===== src/rtl/sc_lives_pkg.sv =====
// Shared constants for the Frogger lives counter: FSM state codes and
// default game parameters.
package sc_lives_pkg;

   localparam logic [1:0] ST_ALIVE = 2'b00;
   localparam logic [1:0] ST_GRACE = 2'b01;
   localparam logic [1:0] ST_OVER  = 2'b10;

   localparam int LIVES_INIT_DEFAULT   = 3;
   localparam int LIVES_MAX_DEFAULT    = 7;
   // 1 s of invulnerability at 50 MHz
   localparam int GRACE_CYCLES_DEFAULT = 50_000_000;

endpackage


===== src/rtl/sc_lives_grace_timer.sv =====
// Loadable down-counter for the post-hit invulnerability window.
// Load wins over enable; the count holds at zero instead of wrapping.
module sc_lives_grace_timer #(
   parameter int GRACE_DATAWIDTH = 26
) (
   input  logic                       clk,
   input  logic                       rst_n,
   input  logic                       load_i,
   input  logic [GRACE_DATAWIDTH-1:0] load_val_i,
   input  logic                       en_i,
   output logic                       zero_o
);

   logic [GRACE_DATAWIDTH-1:0] count_q;
   logic [GRACE_DATAWIDTH-1:0] count_d;

   // NOTE: every combinational output gets a default first so no path leaves it unassigned (no latch).
   always_comb begin
      count_d = count_q;
      if (load_i) begin
         count_d = load_val_i;
      end else if (en_i && (count_q != '0)) begin
         count_d = count_q - GRACE_DATAWIDTH'(1);
      end
   end

   // NOTE: state registers use non-blocking assignments so all flops update together at the edge.
   always_ff @(posedge clk or negedge rst_n) begin
      if (!rst_n) begin
         count_q <= '0;
      end else begin
         count_q <= count_d;
      end
   end

   assign zero_o = (count_q == '0);

endmodule


===== src/rtl/sc_lives_counter.sv =====
// Registered lives counter: edge-detected hits take a life and open a grace
// window, bonus pulses add lives up to a ceiling, zero lives holds until restart.
module sc_lives_counter
   import sc_lives_pkg::*;
#(
   parameter int LIVES_COUNTER_DATAWIDTH = 3,
   parameter int LIVES_INIT              = LIVES_INIT_DEFAULT,
   parameter int LIVES_MAX               = LIVES_MAX_DEFAULT,
   parameter int GRACE_CYCLES            = GRACE_CYCLES_DEFAULT,
   parameter int GRACE_DATAWIDTH         = 26
) (
   input  logic                               SC_LIVES_COUNTER_CLOCK_50,
   input  logic                               SC_LIVES_COUNTER_RESET_InLow,
   input  logic                               SC_LIVES_COUNTER_collision_InHigh,
   input  logic                               SC_LIVES_COUNTER_bonus_InHigh,
   input  logic                               SC_LIVES_COUNTER_restart_InHigh,
   output logic [LIVES_COUNTER_DATAWIDTH-1:0] SC_LIVES_COUNTER_data_OutBUS,
   output logic                               SC_LIVES_COUNTER_lost_OutHigh,
   output logic                               SC_LIVES_COUNTER_grace_OutHigh
);

   localparam int LW = LIVES_COUNTER_DATAWIDTH;
   localparam int TW = GRACE_DATAWIDTH;

   localparam logic [LW-1:0] INIT_V     = LW'(LIVES_INIT);
   localparam logic [LW-1:0] MAX_V      = LW'(LIVES_MAX);
   localparam logic [LW-1:0] ONE_V      = LW'(1);
   localparam logic [TW-1:0] GRACE_LOAD = TW'(GRACE_CYCLES - 1);

   logic          clk;
   logic          rst_n;
   logic          hit;

   logic [1:0]    state_q,  state_d;
   logic [LW-1:0] lives_q,  lives_d;
   logic          lost_q,   lost_d;
   logic          grace_q,  grace_d;
   logic          coll_q;

   logic          tmr_load;
   logic [TW-1:0] tmr_load_val;
   logic          tmr_en;
   logic          tmr_zero;

   assign clk   = SC_LIVES_COUNTER_CLOCK_50;
   assign rst_n = SC_LIVES_COUNTER_RESET_InLow;

   // A held collision level counts once: only a low-to-high transition is a hit.
   assign hit = SC_LIVES_COUNTER_collision_InHigh & ~coll_q;

   function automatic logic [LW-1:0] inc_sat(input logic [LW-1:0] v);
      return (v >= MAX_V) ? MAX_V : v + ONE_V;
   endfunction

   function automatic logic [LW-1:0] clamp_max(input logic [LW-1:0] v);
      return (v > MAX_V) ? MAX_V : v;
   endfunction

   always_comb begin
      state_d      = state_q;
      lives_d      = lives_q;
      lost_d       = 1'b0;
      tmr_load     = 1'b0;
      tmr_load_val = '0;
      tmr_en       = 1'b0;

      if (SC_LIVES_COUNTER_restart_InHigh) begin
         state_d  = ST_ALIVE;
         lives_d  = INIT_V;
         tmr_load = 1'b1;
      end else begin
         case (state_q)
            ST_ALIVE: begin
               if (hit) begin
                  lost_d = 1'b1;
                  if (SC_LIVES_COUNTER_bonus_InHigh) begin
                     // Decrement and bonus cancel; the frog still gets its grace window.
                     lives_d      = clamp_max(lives_q);
                     state_d      = ST_GRACE;
                     tmr_load     = 1'b1;
                     tmr_load_val = GRACE_LOAD;
                  end else if (lives_q > ONE_V) begin
                     lives_d      = lives_q - ONE_V;
                     state_d      = ST_GRACE;
                     tmr_load     = 1'b1;
                     tmr_load_val = GRACE_LOAD;
                  end else begin
                     lives_d = '0;
                     state_d = ST_OVER;
                  end
               end else if (SC_LIVES_COUNTER_bonus_InHigh) begin
                  lives_d = inc_sat(lives_q);
               end
            end
            ST_GRACE: begin
               tmr_en = 1'b1;
               if (tmr_zero) begin
                  state_d = ST_ALIVE;
               end
               if (SC_LIVES_COUNTER_bonus_InHigh) begin
                  lives_d = inc_sat(lives_q);
               end
            end
            ST_OVER: begin
               lives_d = '0;
            end
            default: begin
               state_d = ST_ALIVE;
            end
         endcase
      end

      grace_d = (state_d == ST_GRACE);
   end

   always_ff @(posedge clk or negedge rst_n) begin
      if (!rst_n) begin
         state_q <= ST_ALIVE;
         lives_q <= INIT_V;
         lost_q  <= 1'b0;
         grace_q <= 1'b0;
         coll_q  <= 1'b0;
      end else begin
         state_q <= state_d;
         lives_q <= lives_d;
         lost_q  <= lost_d;
         grace_q <= grace_d;
         // Also covers restart: a collision already held then is not a new hit.
         coll_q  <= SC_LIVES_COUNTER_collision_InHigh;
      end
   end

   sc_lives_grace_timer #(
      .GRACE_DATAWIDTH (TW)
   ) u_grace_timer (
      .clk        (clk),
      .rst_n      (rst_n),
      .load_i     (tmr_load),
      .load_val_i (tmr_load_val),
      .en_i       (tmr_en),
      .zero_o     (tmr_zero)
   );

   assign SC_LIVES_COUNTER_data_OutBUS   = lives_q;
   assign SC_LIVES_COUNTER_lost_OutHigh  = lost_q;
   assign SC_LIVES_COUNTER_grace_OutHigh = grace_q;

endmodule


===== config.mk =====
export PLATFORM = sky130hd
export DESIGN_NAME = sc_lives_counter
export DESIGN_NICKNAME = d
export VERILOG_FILES = /design/src/rtl/sc_lives_pkg.sv /design/src/rtl/sc_lives_grace_timer.sv /design/src/rtl/sc_lives_counter.sv
export SDC_FILE = /design/constraint.sdc
export NUM_CORES = 1
export LEC_CHECK = 0
export BUFFER_PORTS_ARGS = -buffer_cell sky130_fd_sc_hd__buf_2
export CORE_UTILIZATION = 29
export CTS_CLUSTER_SIZE = 40
export DETAILED_ROUTE_END_ITERATION = 16
export GPL_TIMING_DRIVEN = 0
export PLACE_DENSITY = 0.55
export SYNTH_ARGS = -nofsm -noshare
export SYNTH_HDL_FRONTEND = slang
export SYNTH_SLANG_ARGS = --single-unit

===== constraint.sdc =====
create_clock -name SC_LIVES_COUNTER_CLOCK_50 -period 2.6 [get_ports SC_LIVES_COUNTER_CLOCK_50]
set_clock_uncertainty 0.15 [all_clocks]
set_input_delay 0 -clock SC_LIVES_COUNTER_CLOCK_50 [delete_from_list [all_inputs] [get_ports SC_LIVES_COUNTER_CLOCK_50]]
set_output_delay 0 -clock SC_LIVES_COUNTER_CLOCK_50 [all_outputs]
set_load 0.03 [all_outputs]

* Yosys cells after proc, flatten, opt, wreduce, memory -nomap -nowiden
Cells that the tools add are included.
** Word-level totals
- Bits in read-only memories :: 0
- Bits in registers :: 34
- Bits in writable memories :: 0
- Latch bits :: 0
- Output and inout port bits :: 5
- Memories kept :: 0
** Operators by class
- Shift operators :: 0
- $lt $le $gt $ge :: 3
- Reduce and logical (&&, ||, !) cells :: 7
- Add/subtract/negate cells :: 3
- Multipliers :: 0
- Bitwise logic cells :: 2
- Divide/modulo/power cells :: 0
- Muxes and demuxes :: 31
- Eq/ne operators :: 4
** Operators with widths (count)
- $mux 26 :: 7
- $logic_not 26->1 :: 1
- $reduce_bool 26->1 :: 1
- $sub 26x1->26 const B :: 1
- $mux 3 :: 7
- $mux 1 :: 10
- $mux 2 :: 5
- $pmux 3 s3 :: 1
- $pmux 2 s3 :: 1
- $ne 5x5->1 const B :: 1
- $eq 2x1->1 const B :: 2
- $reduce_bool 4->1 :: 1
- $add 3x1->3 const B :: 1
- $ge 3x3->1 const B :: 1
- $gt 3x1->1 const B :: 1
- $gt 3x3->1 const B :: 1
- $sub 3x1->3 const B :: 1
- $eq 2x2->1 const B :: 1
- $logic_not 2->1 :: 1
- $reduce_and 2->1 :: 1
- $reduce_bool 2->1 :: 1
- $and 1x1->1 :: 1
- $logic_and 1x1->1 :: 1
- $not 1->1 :: 1

* Logic depth before layout (Yosys ltp)
Gate-level depths: netlist of run 1.
- Depth after elaboration :: 7
- Gate-level depth with buffers :: 8
- Depth with buffers taken out :: 7

* Modules after synthesis
Synthesis of run 1 repeated with hierarchy kept, for this count alone.
** Second synthesis, totals
- Cells, all modules :: 253
- Area, all modules :: 2361.0 sq um
** By module, submodules not included
- sc_lives_grace_timer :: seq. area each 650.6 sq um, instances 1, cells each 172, area an instance 1634.1 sq um
- sc_lives_counter :: seq. area each 202.7 sq um, instances 1, cells each 81, area an instance 726.9 sq um

* Worst setup path before layout of run 1
OpenSTA, ideal clock, no wires.
- Path kind :: register to register
- From :: reg u_grace_timer.count_q[13]
- To :: reg u_grace_timer.count_q[24]
- Slack :: 0.009 ns
- Cell stages (with the launch flop) :: 6
- Path buffers :: 0
- Required time :: 2.370 ns
- Library setup time :: 0.080 ns
- Arrival time :: 2.361 ns
- Cell sequence :: dfrtp_1 or4_4 or4_4 or4_1 or4_1 a21oi_1
** Between the ends
- Longest elaborated chain between the ends :: 3
** RTL lines
- start: declaration :: line sc_lives_grace_timer.sv:14 : logic [GRACE_DATAWIDTH-1:0] count_q;
- start signal: assignment :: line sc_lives_grace_timer.sv:32 : count_q <= count_d;
- $sub 26x1->26 / $reduce_bool 26->1 (equally long branches) :: line sc_lives_grace_timer.sv:23, sc_lives_grace_timer.sv:22
- $mux 26 / $logic_and 1x1->1 (equally long branches) :: line sc_lives_grace_timer.sv:22 : end else if (en_i && (count_q != '0)) begin
- $mux 26 / $reduce_bool 2->1 (equally long branches)
Parallel ways exist; a longest one is shown, timed or not. The select of a mux whose other input is x is not followed.
A chain may end at the register's enable or synchronous reset.

* Worst setup path in the final report of run 1
Same ends and word-level chain as after synthesis.

==> results of run 1 <==
[placed cells by master (no fill, tap or decap), types with 2 or more instances in the layout]
cell,count
nor4b_4,2
nor4_1,2
nand2b_1,3
or4_4,6
o211ai_1,2
nand2_1,7
buf_4,10
dlygate4sd3_1,3
nand4b_1,2
a21oi_1,13
ha_1,10
a211oi_1,4
a31oi_1,8
nor2b_1,2
nor2_1,9
o31ai_1,7
or4_1,8
or3_1,8
a21o_1,4
clkbuf_1,6
dfstp_2,2
xnor2_1,11
and3_1,3
dfrtp_1,32
or2_2,3
nor4_4,4
clkbuf_8,6
inv_1,9
o21ai_0,14
buf_2,9
nor3_1,7
[kinds of logic (layout without fill, tap and decap cells)]
group           after synthesis  after routing  share of synthesized area, %
simple gates                 76             76                          22.9
compound gates               67             67                          20.6
flops                        34             34                          40.8
mux                           1              1                         0.479
xor+xnor                     12             12                          5.03
buf+inv                      19             47                          3.59
fa+ha+maj                    11             11                          6.58
[flip-flops by register name (all words and copies together) (netlist names)]
name and cells:
SC_LIVES_COUNTER_data_OutBUS 3, SC_LIVES_COUNTER_grace_OutHigh 1, SC_LIVES_COUNTER_lost_OutHigh 1, coll_q 1
state_q 2, u_grace_timer.count_q 26
[repair_timing]
| action | 4_1_cts | 5_1_grt |
|---|---|---|
| endpoints found under the hold margin | 38 | 0 |
| hold buffers | 3 | 0 |
| gates resized for setup | 11 | 23 |
| buffers inserted | 3 | 6 |
| pin swaps | 2 | 3 |
| setup endpoints to repair | 28 | 28 |
[layer usage]
metal  global-route usage, %  up-vias  wire, um
li1                        -      898         -
met2                    23.8       22      2390
met4                    5.45        0        67
met5                       0        -         0
met3                    2.84        8       124
met1                    20.4      900      2660
[stage by stage]
step	power [W]	hold WS (ps)	util [%]	setup WS (ps)
after floorplan	0.00125	-446	-	9.00
final	0.00205	90.3	38.0	-65.4
after global placement	0.00143	-15.3	32.8	-423
after CTS	0.00194	57.4	35.7	-13.6
after detailed placement	0.00144	-16.3	32.8	-380
after global routing	0.00220	149	38.0	-125
[cell usage after synthesis (all sizes together), types with 2 or more instances]
| cell | number |
|---|---|
| dfrtp | 32 |
| o21ai | 15 |
| a21oi | 14 |
| or4 | 14 |
| ha | 11 |
| xnor2 | 11 |
| inv | 9 |
| nor2 | 9 |
| or3 | 9 |
| a31oi | 8 |
| nand2 | 8 |
| o31ai | 8 |
| clkbuf | 7 |
| nor3 | 7 |
| nor4 | 7 |
| a211oi | 4 |
| a21o | 4 |
| and3 | 3 |
| buf | 3 |
| nand2b | 3 |
| or2 | 3 |
| dfstp | 2 |
| nand4b | 2 |
| nor2b | 2 |
| nor4b | 2 |
| o211ai | 2 |
| o311ai | 2 |
[path summary, 6_finish.rpt]
kind	start	to	slack, ps	cells past startpoint
min reg2reg	u_grace_timer.count_q[10]$_DFFE_PN0P_	u_grace_timer.count_q[10]$_DFFE_PN0P_	420	2
min	SC_LIVES_COUNTER_bonus_InHigh	SC_LIVES_COUNTER_data_OutBUS[2]$_DFFE_PN0P_	90	3
max	u_grace_timer.count_q[13]$_DFFE_PN0P_	u_grace_timer.count_q[24]$_DFFE_PN0P_	-70	5
min in group asynchronous	SC_LIVES_COUNTER_RESET_InLow	u_grace_timer.count_q[10]$_DFFE_PN0P_	180	2
max in group asynchronous	SC_LIVES_COUNTER_RESET_InLow	state_q[1]$_DFF_PN0_	1620	2
max reg2reg	u_grace_timer.count_q[13]$_DFFE_PN0P_	u_grace_timer.count_q[24]$_DFFE_PN0P_	-70	5
[worst register-to-register path: cells and delay by family, from the launching register on]
kind	cells	cell delay, ps
and+or+nand+nor	4	1940
DFF	1	390
AOI/OAI and AO/OA	1	120
[layout make-up]
type | count | area (sq um)
buffer | 10 | 53.8
clock buffer | 6 | 82.6
clock inverter | 2 | 12.5
fill | 715 | 4260
inverter | 9 | 33.8
multi-input combinational | 167 | 1320
sequential | 34 | 853
tap | 96 | 120
timing repair buffer | 20 | 138
[power breakdown]
part	internal [W]	switching, W
logic	0.000384	0.000525
clock network	0.000213	0.000202
registers	0.000618	0.000106
total	0.00122	0.000833
==> results.yml, run 1 <==
clocking:
  cts_tree: "built"
  numCtsBuffers: 5
  root_buffer: "clkbuf_8"
  clk_pin_slew_ps: 70
  cts_sinks: 34
  htreeDepth: 2
  clock_latency_ps: 290
  cts_buffer_depth: 2
critical_path:
  cp_max_fo: 3
  required_ps: 2670
  critPathKind: "register to register"
  critPathBufInv: 0
  endpoint_kind: "register"
  arrival_ps: 2730
  crit_chain: "or4_4 > or4_4 > or4_4 > or4_4 > a21oi_2"
  path_common_cell: "or4_4"
  slowest_delay_ps: 560
  crit_family: "simple AND/OR/NAND/NOR gates"
  cp_slowest_cell: "or4_4"
  crit_path_start_kind: "register"
yosys:
  yosysSeqAreaShare_pct: 40.8
  synth_largest_area_cell: "dfrtp_1"
  avgSynthCellArea_sq_um: 9.50
  netlist_area_sq_um: 2090
  yosys_most_used_dff: "dfrtp_1"
  synth_edf_count: 0
  synth_top_area_share_pct: 38.3
  ys_ff_latch: 34
  syn_inst: 220
  synth_area_leaders: "dfrtp_1 38%, ha_1 6.6%, xnor2_1 4.6%, or4_1 4.3%, o21ai_0 3.6%"
  yosysUniqueCellTypes: 48
  postSynth.asyncResetShare_pct: 100
  syn-num-nets: 236
  yosys_warnings: 0
route:
  drt_iter0_markers: 99
  firstDrtPassIters: 4
  antenna_left: 0
  drc_errors: 0
  vias: 1828
  wl_per_cell_um: 15.2
  via_per_inst: 5.31
  wl_um: 5240
run_status:
  status: "complete, but fails checks"
  violations: "negative setup slack"
die:
  rows: 30
  die_area_sq_um: 7550
  start_util_pct: 30.4
  io_pins: 10
  coreArea_sq_um: 6870
  fp.dieW_um: 86.9
  die_y_um: 86.9
global_routing:
  grt_pass1_wl_um: 8830
  grt_pass1_vias: 1825
  grt_max_degree: 35
  grt_overflow: 0
  track_usage_pct: 15.0
  antenna_found_initial: 0
sta:
  fmax_mhz: 375
  rsz0062_at_grt: "true"
  finalWorstSetupSlack_ps: -65.4
  report.final.slew_viol_count: 0
  tightest_slew_ps: 792
  setup_tns_ps: -65.4
  setup_viol: 1
  final.period_utilization_pct: 103
  slew_headroom_pct: 47.2
  finalHoldViolations: 0
  finalCriticalPeriod_ps: 2670
finish:
  drive_above_1_share_pct: 22.6
  fin_cells: 344
  area_growth_pct: 24.8
  postLayoutCellArea_sq_um: 2610
  nets: 263
  antenna_cells: 0
place:
  place_congestion: 0.837
  place.detailed.hpwl_um: 3370
  portBuffers: 8
  placed_area_sq_um: 2250
  dpl.cell_count: 324
min_path:
  hold_path_class: "primary input to register"
power_and_ir_drop:
  peakVddDrop_mv: 0.324
  p_leak_nw: 1.04
  pwr_density_cell_nw_per_um2: 785
job:
  maxCapViolCount: 0
Power figures use the tool's default switching activity.
==> run 2: changes to the inputs <==
CORE_MARGIN = 5   (was not set)
==> results.yml, run 2 (synthesis gave the netlist of run 1 again) <==
finish:
  regArea_sq_um: 853
  nets: 270
  final_common_cell: "dfrtp_1"
  multi_input_area_sq_um: 1310
  antenna_cells: 0
  drive_above_1_share_pct: 24.7
  largest_reg_flops: 26
  largest-register: "u_grace_timer.count_q"
  final_cell_mix: "32 x dfrtp_1, 16 x buf_4, 15 x o21ai_0, 13 x a21oi_1, 11 x xnor2_1"
  area_growth_pct: 27.2
  final.fill_count: 734
sta:
  finalCriticalPeriod_ps: 2670
  rsz0062_at_grt: "true"
  report.final.slew_viol_count: 0
  finalWorstSetupSlack_ps: -73.8
  setup_tns_ps: -73.8
  slew_headroom_pct: 47.0
  hold_ws_ps: 90.5
  tightest_slew_ps: 795
  setup_viol: 1
  fmax_mhz: 374
  finalHoldViolations: 0
  final.period_utilization_pct: 103
route:
  drt_iter0_markers: 71
  vias: 1864
  wl_per_cell_um: 15.5
  antenna_left: 0
  drc_errors: 0
  via_per_inst: 5.27
  firstDrtPassIters: 4
  wl_um: 5500
place:
  place_congestion: 0.889
  place.detailed.hpwl_um: 3450
  portBuffers: 8
global_routing:
  grt_overflow: 0
  grt_max_degree: 35
  track_usage_pct: 12.8
  antenna_found_initial: 0
  grt_pass1_wl_um: 8920
  grt_pass1_vias: 1769
min_path:
  hold_path_class: "primary input to register"
  whs_endpoint: "SC_LIVES_COUNTER_data_OutBUS[2]$_DFFE_PN0P_"
  hold_start: "SC_LIVES_COUNTER_bonus_InHigh"
  holdPathStages: 3
die:
  start_util_pct: 29.3
  die_y_um: 94.9
  die_area_sq_um: 9010
  coreArea_sq_um: 7140
  io_pins: 10
  rows: 31
  fp.dieW_um: 94.9
critical_path:
  crit_path_start_kind: "register"
  r2r_setup_slack_ps: -70
  critPathKind: "register to register"
  r2r_end: "u_grace_timer.count_q[24]$_DFFE_PN0P_"
  cp_slowest_cell: "or4_4"
  slowest_delay_ps: 560
  crit_chain: "or4_4 > or4_4 > or4_4 > or4_4 > a21oi_2"
  arrival_ps: 2740
  endpoint_kind: "register"
  ff2ff_path_depth: 5
  required_ps: 2660
  cp_max_fo: 3
  rr_startpoint: "u_grace_timer.count_q[13]$_DFFE_PN0P_"
  path_common_cell: "or4_4"
clocking:
  cts_sinks: 34
  numCtsBuffers: 5
  clk_pin_slew_ps: 80
  cts_buffer_depth: 2
  root_buffer: "clkbuf_8"
  cts_tree: "built"
  htreeDepth: 2
  clock_latency_ps: 290
run_status:
  status: "complete, but fails checks"
  violations: "negative setup slack"
job:
  maxCapViolCount: 0
power_and_ir_drop:
  pwr_density_cell_nw_per_um2: 789
  p_leak_nw: 1.07
  peakVddDrop_mv: 0.434
run 2: worst max-delay path by stage:
stage	start	end	slack (ps)
floorplan	u_grace_timer.count_q[13]$_DFFE_PN0P_	u_grace_timer.count_q[24]$_DFFE_PN0P_	9
global placement	SC_LIVES_COUNTER_data_OutBUS[0]$_DFFE_PN1P_	u_grace_timer.count_q[11]$_DFFE_PN0P_	-520
detailed placement	SC_LIVES_COUNTER_data_OutBUS[0]$_DFFE_PN1P_	u_grace_timer.count_q[11]$_DFFE_PN0P_	-580
CTS	u_grace_timer.count_q[18]$_DFFE_PN0P_	u_grace_timer.count_q[24]$_DFFE_PN0P_	-50
global route	u_grace_timer.count_q[13]$_DFFE_PN0P_	u_grace_timer.count_q[24]$_DFFE_PN0P_	-130
finish	u_grace_timer.count_q[13]$_DFFE_PN0P_	u_grace_timer.count_q[24]$_DFFE_PN0P_	-70
run 2: per-layer routing:
| layer | share of wire, % | vias to the layer above | global-route usage, % | routed length (um) |
|---|---|---|---|---|
| li1 | - | 908 | - | - |
| met1 | 50 | 912 | 17.8 | 2750 |
| met2 | 46 | 38 | 19.3 | 2510 |
| met3 | 3.0 | 6 | 1.83 | 166 |
| met4 | 1.3 | 0 | 6.01 | 72 |
| met5 | 0 | - | 0 | 0 |
run 2: area by class of cell:
| type | count | share of cell area (%) |
|---|---|---|
| Multi-Input combinational cell | 167 | 49.4 |
| Sequential cell | 34 | 32.1 |
| Timing Repair Buffer | 27 | 7.15 |
| Tap cell | 99 | 4.66 |
| Clock buffer | 7 | 3.25 |
| Buffer | 10 | 2.02 |
| Inverter | 9 | 1.27 |
| Clock inverter | 1 | 0.188 |
run 2: worst max-delay path, delay by kind of cell, from the launching register on:
| family | cells | cell delay [ps] |
|---|---|---|
| simple gates | 4 | 1930 |
| flops | 1 | 390 |
| compound gates | 1 | 120 |
run 2: per-stage QoR:
step,cells,total power (W),utilization (%),instance area (sq um),setup slack [ps]
after floorplan,220,0.00125,-,2090,9.00
after global placement,327,0.00144,31.6,2250,-522
after detailed placement,327,0.00144,31.6,2250,-576
after CTS,343,0.00195,34.8,2480,-53.0
after global routing,354,0.00224,37.3,2660,-126
final,354,0.00210,37.3,2660,-73.8
run 2: timing repair:
item,in CTS,in global routing
hold buffers,3,0
endpoints found under the setup margin,28,23
gates resized for setup,12,20
cloned,0,0
setup buffers,5,11
endpoints found under the hold margin,37,0
pin swaps,4,6
run 2: where the power goes:
group	internal (W)	total [W]	switching (W)
Clock	0.000214	0.000409	0.000195
Sequential	0.000619	0.000720	0.000101
Combinational	0.000417	0.000969	0.000553
Total	0.00125	0.00210	0.000849
==> run 3: changes to the inputs <==
SYNTH_HIERARCHICAL = 1   (was not set)
==> results.yml, run 3 <==
run_status:
  status: "complete, no violations"
clocking:
  root_buffer: "clkbuf_8"
  clock_latency_ps: 290
  cts_sinks: 34
  cts_buffer_depth: 2
  cts_setup_buffers: 0
  htreeDepth: 2
  clk_pin_slew_ps: 70
  numCtsBuffers: 5
  cts_tree: "built"
route:
  wl_per_cell_um: 14.3
  drc_errors: 0
  drt_iter0_markers: 106
  via_per_inst: 5.25
  firstDrtPassIters: 4
  wl_um: 5510
  antenna_left: 0
  vias: 2020
yosys:
  muxShareOfSynthArea_pct: 3.29
  synth_fa_ha_area_share_pct: 4.24
  synth_edf_count: 0
  yosysUniqueCellTypes: 69
  netlist_area_sq_um: 2360
  synth_area_leaders: "dfrtp_1 34%, ha_1 4.2%, o21ai_0 4.0%, xor2_1 3.3%, nand2_1 3.2%"
  ys_ff_latch: 34
  synth_largest_area_cell: "dfrtp_1"
  synthSimpleGateAreaFrac_pct: 25.8
  syn_inst: 253
  synth_top_area_share_pct: 33.9
  synth.most_common_cell: "dfrtp_1"
  synth_top_family_by_area: "simple AND/OR/NAND/NOR gates"
  yosys_most_used_dff: "dfrtp_1"
  synth_xor_area_share_pct: 5.94
  avgSynthCellArea_sq_um: 9.33
  yosysSeqAreaShare_pct: 36.1
  yosys_warnings: 6
  synth_compound_area_share_pct: 19.2
  synth.top_cells.by_count: "32 x dfrtp_1, 20 x nand2_1, 19 x o21ai_0, 16 x nor2_1, 11 x inv_1"
  postSynth.asyncResetShare_pct: 100
power_and_ir_drop:
  p_leak_nw: 1.11
  peakVddDrop_mv: 0.318
  pwr_density_cell_nw_per_um2: 715
critical_path:
  rr_startpoint: "state_q[1]$_DFF_PN0_"
  r2r_setup_slack_ps: 110
  critPathKind: "register to register"
  ff2ff_path_depth: 8
  cp_max_fo: 9
  required_ps: 2620
  cp_slowest_cell: "or3b_1"
  arrival_ps: 2510
  endpoint_kind: "register"
  crit_chain: "inv_1 > ha_1 > nor2b_1 > buf_2 > nor2b_1 > nand4_1 > or3b_1 > a311o_1"
  crit_path_start_kind: "register"
  slowest_delay_ps: 430
  r2r_end: "u_grace_timer/count_q[25]$_DFFE_PN0P_"
  path_common_cell: "nor2b_1"
  crit_start: "state_q[1]$_DFF_PN0_"
finish:
  antenna_cells: 0
  final_common_cell: "dfrtp_1"
  fin_cells: 385
  nets: 292
  largest_reg_flops: 26
  area_growth_pct: 15.7
  largest-register: "u_grace_timer/count_q"
  final.fill_count: 870
  final_cell_mix: "32 x dfrtp_1, 20 x nand2_1, 19 x o21ai_0, 16 x nor2_1"
  drive_above_1_share_pct: 17.9
sta:
  tightest_slew_ps: 814
  slew_headroom_pct: 45.7
  rsz0062_at_grt: "true"
  setup_viol: 0
  report.final.slew_viol_count: 0
  finalHoldViolations: 0
  final.period_utilization_pct: 95.9
  finalWorstSetupSlack_ps: 108
  fmax_mhz: 401
  finalCriticalPeriod_ps: 2490
global_routing:
  antenna_found_initial: 0
  track_usage_pct: 11.6
  grt_overflow: 0
  grt_pass1_vias: 1975
  gr-usage-met1_pct: 15.8
  grt_max_degree: 35
  grt_pass1_wl_um: 9600
  use_met2_pct: 18.8
  busiest_layer: "met2"
  grtUsageMet3_pct: 2.36
die:
  die_y_um: 100
  io_pins: 10
  rows: 33
  start_util_pct: 29.2
  coreArea_sq_um: 8090
  fp.dieW_um: 100
  die_area_sq_um: 10000
place:
  dpl.cell_count: 375
  place_congestion: 0.762
  portBuffers: 9
  dp_slack_ps: -6.08
  place.detailed.hpwl_um: 3810
min_path:
  whs_endpoint: "SC_LIVES_COUNTER_data_OutBUS[0]$_DFFE_PN1P_"
  holdPathStages: 4
  hold_start: "SC_LIVES_COUNTER_bonus_InHigh"
  hold_path_class: "primary input to register"
job:
  maxCapViolCount: 0
==> run 3: cell count changes after synthesis, moves of 4 or more <==
cell,before,now
nand2_1,8,20
a21oi_1,14,3
xor2_1,1,9
nor2_1,9,16
or3_1,9,2
o31ai_1,8,2
or4_1,12,6
mux2_2,0,5
o211ai_1,2,7
o21ai_0,15,19
xnor2_1,11,7
==> run 3: critical path, delay by kind of cell (launching register included) <==
family	cells	cell delay, ps
simple gates	4	870
flops	1	420
compound gates	1	360
buf+inv	2	320
fa+ha+maj	1	260
==> run 3: final cells by class <==
class | count | area (sq um) | area share, %
plain buffers | 14 | 80.1 | 2.93
well taps | 105 | 131 | 4.81
repair buffers | 13 | 86.3 | 3.16
clock buffers | 5 | 68.8 | 2.52
multi-input cells | 200 | 1430 | 52.4
clock inverters | 3 | 40.0 | 1.47
flip-flops and latches | 34 | 853 | 31.2
inverters | 11 | 41.3 | 1.51
==> run 3: power breakdown <==
group	leakage, nW	internal (W)	total (W)	switching (W)
logic	0.622	0.000297	0.000720	0.000423
registers	0.434	0.000626	0.000744	0.000117
clock network	0.0579	0.000282	0.000491	0.000209
==> run 3: worst max path at each step <==
stage | end | slack (ps) | depth (start not counted)
floorplan | u_grace_timer/count_q[25]$_DFFE_PN0P_ | 250 | 5
global placement | u_grace_timer/count_q[1]$_DFFE_PN0P_ | -470 | 5
detailed placement | u_grace_timer/count_q[22]$_DFFE_PN0P_ | -6 | 8
CTS | u_grace_timer/count_q[25]$_DFFE_PN0P_ | 80 | 8
global route | u_grace_timer/count_q[25]$_DFFE_PN0P_ | -20 | 8
finish | u_grace_timer/count_q[25]$_DFFE_PN0P_ | 110 | 8
==> run 3: per-layer routing <==
layer	vias up	routed length [um]	part of all wire, %
met4	0	57	1.0
met3	6	134	2.4
li1	988	-	-
met2	29	2590	47
met1	997	2730	50
met5	-	0	0
==> run 3: per-stage QoR <==
stage / hold WS [ps] / util (%) / TNS [ps] / total power [W] / cell area, sq um
3_3_place_gp: -7.09 / 31.7 / -6670 / 0.00144 / 2560
2_1_floorplan: -446 / - / 0 / 0.00127 / 2390
3_5_place_dp: -3.37 / 31.9 / -6.08 / 0.00145 / 2580
4_1_cts: 59.7 / 33.5 / 0 / 0.00196 / 2720
6_report: 72.3 / 33.8 / 0 / 0.00195 / 2730
5_1_grt: 90.9 / 33.8 / -37.4 / 0.00209 / 2730
==> run 3: cell families (layout without fill, tap and decap cells) <==
family,Yosys count,count (layout)
AOI/OAI and AO/OA,65,65
xor gates and xnor gates,16,16
adders and majority gates,8,8
buffers and inverters,26,46
DFF,34,34
muxes,7,7
other,1,8
and+or+nand+nor,96,96
==> run 3: repair_timing <==
item,CTS,global route
endpoints found under the setup margin,4,8
pin swaps,0,0
hold buffers,3,0
resized for setup,0,6
endpoints found under the hold margin,35,0
